$ cat src/rtl/arbitro_pkg.sv
// ---------------------------------------------------------------------------
// arbitro_pkg : shared types and sizes for the 16-way round-robin arbiter
// Rev 1.0
// ---------------------------------------------------------------------------
`default_nettype none

package arbitro_pkg;

  localparam int N_REQ = 16;
  localparam int IDX_W = 4;

  typedef enum logic {
    IDLE = 1'b0,
    BUSY = 1'b1
  } arb_state_t;

  typedef logic [IDX_W-1:0] arb_idx_t;

endpackage

`default_nettype wire

$ cat src/rtl/arbitro_rr16_decod16.sv
// ---------------------------------------------------------------------------
// decod16 : 4-to-16 one-hot decoder
// Rev 1.0
// ---------------------------------------------------------------------------
`default_nettype none

module decod16 (
  input  logic [3:0]  sel,
  output logic [15:0] dec
);

  for (genvar i = 0; i < 16; i++) begin : g_dec
    assign dec[i] = (sel == 4'(i));
  end

endmodule

`default_nettype wire

$ cat src/rtl/arbitro_rr16.sv
// ---------------------------------------------------------------------------
// arbitro_rr16 : non-preemptive 16-way round-robin arbiter, registered grant.
// Optional ARB_TIMEOUT_EN bounds each grant to HOLD_MAX cycles.
// Rev 1.0
// ---------------------------------------------------------------------------
`default_nettype none

module arbitro_rr16
  import arbitro_pkg::*;
#(
  parameter int HOLD_MAX = 8
) (
  input  logic             clk,
  input  logic             reset,
  input  logic [N_REQ-1:0] req,
  output logic [N_REQ-1:0] gnt,
  output logic [IDX_W-1:0] gnt_idx,
  output logic             gnt_valid,
  output logic             timeout
);

  if (HOLD_MAX < 1 || HOLD_MAX > 255) begin : g_hold_max_check
    $error("arbitro_rr16: HOLD_MAX must be in 1..255");
  end

  arb_state_t       state_q, state_d;
  arb_idx_t         ptr_q, ptr_d;
  arb_idx_t         idx_q, idx_d;
  logic [N_REQ-1:0] dec_w;

`ifdef ARB_TIMEOUT_EN
  localparam logic [7:0] C_HOLD_LAST = 8'(HOLD_MAX - 1);
  logic [7:0] hold_q, hold_d;
  logic       timeout_q, timeout_d;
`endif

  // First requester at or after p, wrapping modulo 16.
  function automatic arb_idx_t rr_pick(input logic [N_REQ-1:0] r, input arb_idx_t p);
    arb_idx_t pick;
    arb_idx_t cand;
    logic     found;
    pick  = p;
    found = 1'b0;
    for (int k = 0; k < N_REQ; k++) begin
      cand = p + arb_idx_t'(k);
      if (!found && r[cand]) begin
        pick  = cand;
        found = 1'b1;
      end
    end
    return pick;
  endfunction

  always_ff @(posedge clk) begin
    if (reset) begin
      state_q   <= IDLE;
      ptr_q     <= '0;
      idx_q     <= '0;
`ifdef ARB_TIMEOUT_EN
      hold_q    <= '0;
      timeout_q <= 1'b0;
`endif
    end else begin
      state_q   <= state_d;
      ptr_q     <= ptr_d;
      idx_q     <= idx_d;
`ifdef ARB_TIMEOUT_EN
      hold_q    <= hold_d;
      timeout_q <= timeout_d;
`endif
    end
  end

  always_comb begin
    state_d = state_q;
    ptr_d   = ptr_q;
    idx_d   = idx_q;
`ifdef ARB_TIMEOUT_EN
    hold_d    = hold_q;
    timeout_d = 1'b0;
`endif
    case (state_q)
      IDLE: begin
        if (|req) begin
          idx_d   = rr_pick(req, ptr_q);
          state_d = BUSY;
`ifdef ARB_TIMEOUT_EN
          hold_d  = '0;
`endif
        end
      end
      BUSY: begin
        // A normal release wins over a timeout landing on the same cycle.
        if (!req[idx_q]) begin
          state_d = IDLE;
          ptr_d   = idx_q + arb_idx_t'(1);
        end
`ifdef ARB_TIMEOUT_EN
        else if (hold_q == C_HOLD_LAST) begin
          state_d   = IDLE;
          ptr_d     = idx_q + arb_idx_t'(1);
          timeout_d = 1'b1;
        end else begin
          hold_d = hold_q + 8'd1;
        end
`endif
      end
      default: state_d = IDLE;
    endcase
  end

  decod16 u_decod16 (
    .sel (idx_q),
    .dec (dec_w)
  );

  always_comb begin
    gnt_valid = (state_q == BUSY);
    gnt_idx   = idx_q;
    gnt       = dec_w & {N_REQ{gnt_valid}};
`ifdef ARB_TIMEOUT_EN
    timeout   = timeout_q;
`else
    timeout   = 1'b0;
`endif
  end

endmodule

`default_nettype wire

$ cat config.mk
export PLATFORM = sky130hd
export DESIGN_NAME = arbitro_rr16
export DESIGN_NICKNAME = d
export VERILOG_FILES = /design/src/rtl/arbitro_pkg.sv /design/src/rtl/arbitro_rr16_decod16.sv /design/src/rtl/arbitro_rr16.sv
export SDC_FILE = /design/constraint.sdc
export NUM_CORES = 1
export LEC_CHECK = 0
export BUFFER_PORTS_ARGS = -buffer_cell sky130_fd_sc_hd__buf_2
export CAP_MARGIN = 40
export CORE_AREA = 2 2 101 78
export DETAILED_ROUTE_END_ITERATION = 10
export DIE_AREA = 0 0 103 80
export GPL_TIMING_DRIVEN = 0
export PLACE_DENSITY_LB_ADDON = 0.3
export SYNTH_ARGS = -nofsm -noshare
export SYNTH_HDL_FRONTEND = slang
export SYNTH_SLANG_ARGS = --single-unit
export TNS_END_PERCENT = 20
$ cat constraint.sdc
create_clock -name clk -period 4.79 [get_ports clk]
set_input_delay 0.479 -clock clk [delete_from_list [all_inputs] [get_ports clk]]
set_output_delay 0.479 -clock clk [all_outputs]
set_load 0.02 [all_outputs]
==> flow_summary.yaml <==
global_routing:
  grt_max_degree: 20
  grt.overflow.total: 0
  grt_first_pass_wirelength_um: 16500
  grt_util_all_layers: 0.260
  grt_pass1_vias: 3087
  antenna_found_initial: 0
clocking:
  clk_latency_ns: 0.23
  cts_buffers: 3
  cts-htree-levels: 1
  cts.clk_slew.worst_paths_ns: 0.04
  cts_max_path_buffers: 2
  cts_tree: "yes"
  hold_buffers: 0
  cts_root_buffer: "clkbuf_8"
  clock-sinks: 9
timing:
  relSlewSlack: 0.565
  fmax_ghz: 0.215
  setup_viol: 0
  fin_worst_skew_ns: 0.00260
  max_slew.worst_pin.slew_ns: 0.634
  maxSlewViolCount: 0
  period_needed_ns: 4.64
  hold_viol_final: 0
  setup_ws_ns: 0.147
  period_share: 0.969
pwr:
  p_leak_uw: 0.00138
  p_per_area_mw_per_mm2: 765
  netSwitchingPower_uw: 1520
  vdd_drop_max_mv: 0.266
  internal_power_uw: 1210
  seqPwrFrac: 0.046
  clockPowerShare: 0.032
  totalPowerFinal_uw: 2730
  comb_power_share: 0.922
  switching_share: 0.557
setup_path:
  crit_type: "reg2reg"
  reg2reg_slack_ns: 0.15
  crit_path_end_kind: "flop"
  rr_startpoint: "ptr_q[0]"
  cp.arrival_ns: 4.81
  critical-path-max-stage-delay_ns: 0.54
  worstPathRequired_ns: 4.96
  path_cells: "buf_6, inv_1, buf_4, ha_4, buf_6, mux4_2, mux2_4, a222oi_1, buf_4, nand3_4, or4_4, or3_4, buf_6, nand2b_4, o2111a_2, a2111oi_4, nand3b_1"
  timing.rr.end: "gnt_idx[0]"
  cp-start-kind: "flop"
  critPathSlowestCell: "mux4_2"
  reg2reg_depth: 17
  path_max_fanout: 10
  critical_path.most_common_cell: "buf_6"
synthesis:
  ys_types: 67
  synth_xor_area_frac: 0.0411
  synth_top_family_by_area: "multiplexers"
  synth_compound_gate_area_share: 0.209
  ys_seq_elements: 9
  ys.flop_type: "dfxtp_1"
  avgSynthCellArea_um2: 8.17
  synth_enable_flop_cells: 0
  synthArstFlopShare: 0
  synthCells: 365
  synth_seq_area_share: 0.0604
  syn_area_mm2: 0.00298
  yosysWarningCount: 0
  synthMuxAreaShare: 0.355
  syn-num-nets: 394
  synth_simple_gate_area_frac: 0.229
  yosys.area_share.adder: 0.0461
finish:
  antenna_cells: 0
  fill_cells: 744
  nets: 452
  area_growth_pct: 19.8
  layout-drive-gt1-share: 0.301
drt:
  routed_via_density: 6.50
  antenna_left: 0
  route.detailed.drc: 0
  wl_per_cell_um: 20.1
  drt_pass1_iterations: 5
  drtIter0Drc: 336
  vias: 3400
  routed_wl_um: 10500
placed_design:
  portBuffers: 38
  dp_slack_ns: -0.826
  place_hpwl_um: 8010
  place.gp.congestion: 0.933
die:
  die_w_um: 103
  ios: 40
  die_y_um: 80
  start_util: 0.413
  die_area_mm2: 0.00824
  rows: 27
  core_mm2: 0.00723
worst_hold_path:
  hold_end: "gnt_idx[0]"
  min_from: "reset"
  min_path_type: "in2reg"
  hold_depth: 3
run:
  max-cap-violations: 0
run_status:
  status: "complete, no violations"
stage by stage:
step | cell area (µm²) | cells | hold slack, ns | TNS (ns) | utilization
floorplan | 3010 | 365 | 0.632 | 0 | -
global placement | 3320 | 504 | 0.609 | -2.48 | 0.460
detailed placement | 3330 | 505 | 0.623 | -2.61 | 0.461
CTS | 3460 | 516 | 0.591 | 0 | 0.479
global route | 3570 | 523 | 0.594 | -0.0212 | 0.494
finish | 3570 | 523 | 0.587 | 0 | 0.494
cells by family after synthesis:
| family | Yosys count |
|---|---|
| compound gates | 89 |
| xor+xnor | 14 |
| fa+ha+maj | 11 |
| buf+inv | 38 |
| flops | 9 |
| mux | 65 |
| other cells | 1 |
| simple gates | 138 |
synth_stat cells (all sizes together) (5+ instances only):
cell type,instances,share of area
ha,11,0.046
xor2,6,0.018
xnor2,8,0.023
mux2i,29,0.097
nand2b,8,0.019
a31oi,5,0.010
and3,5,0.010
nand3,14,0.028
o21ai,12,0.020
o22ai,6,0.013
a211oi,7,0.018
buf,13,0.026
dfxtp,9,0.060
a21oi,20,0.034
clkbuf,13,0.016
mux4,32,0.24
nor2,43,0.054
nor3,12,0.020
nand2,31,0.039
inv,11,0.014
a22oi,6,0.015
state kept, by name (all words and copies together), names as in the netlist:
register and count:
gnt_idx 4, ptr_q 4, gnt_valid 1
critical path, delay by kind of cell (launching register included):
kind                     cells  cell delay [ns]
AND/OR/NAND/NOR              5             1.29
AO/OA/AOI/OAI                3             0.99
multiplexers                 2             0.85
buffers and inverters        6             0.83
flip-flops                   1             0.33
adder cells (fa/ha/maj)      1             0.27
final cells by class:
type | instances | area (µm²) | share of cell area
plain buffers | 24 | 165 | 0.0462
repair buffers | 55 | 318 | 0.0890
clock buffers | 4 | 45.0 | 0.0126
well taps | 101 | 126 | 0.0354
multi-input cells | 318 | 2680 | 0.751
flip-flops and latches | 9 | 185 | 0.0518
inverters | 12 | 48.8 | 0.0137
what timing repair did:
action,in CTS,in global routing
gates resized for setup,11,12
setup buffers,9,7
endpoints found under the setup margin,4,2
pin swaps,3,4
power groups by stage:
stage | Combinational [µW] | Clock [µW] | Sequential (µW)
2_1_floorplan | 1700 | 0 | 132
5_1_grt | 2720 | 95.0 | 128
4_1_cts | 2340 | 89.0 | 124
3_5_place_dp | 2240 | 0 | 124
3_3_place_gp | 2190 | 0 | 124
6_report | 2520 | 87.3 | 125
worst max-delay path by stage:
stage / start / to / slack (ns)
floorplan: ptr_q[1] / gnt_idx[0] / 0.04
global placement: ptr_q[2] / gnt_idx[0] / -0.76
detailed placement: ptr_q[2] / gnt_idx[0] / -0.83
CTS: ptr_q[0] / gnt_idx[0] / 0.02
global route: ptr_q[2] / gnt_idx[0] / -0.02
finish: ptr_q[0] / gnt_idx[0] / 0.15
routing by layer:
| layer | part of all wire | track usage | vias up | wire length [µm] |
|---|---|---|---|---|
| li1 | - | - | 1527 | - |
| met1 | 0.44 | 0.397 | 1646 | 4670 |
| met2 | 0.43 | 0.373 | 211 | 4530 |
| met3 | 0.11 | 0.0560 | 16 | 1170 |
| met4 | 0.013 | 0.0513 | 0 | 132 |
| met5 | 0 | 0 | - | 0 |
cells in the final DEF, fill, tap and decap left out, types with 5 or more instances in the layout:
cell type / count
a211oi_1: 7
a21oi_1: 20
a22oi_1: 6
a31oi_1: 5
and3_1: 5
buf_2: 40
buf_4: 20
buf_6: 6
clkbuf_1: 11
dfxtp_1: 7
ha_1: 10
inv_1: 10
mux2i_1: 27
mux4_2: 32
nand2_1: 31
nand2b_1: 7
nand3_1: 13
nor2_1: 43
nor3_1: 12
o21ai_0: 12
o22ai_1: 6
xnor2_1: 7
xor2_1: 5
(Power assumes the default switching activity.)
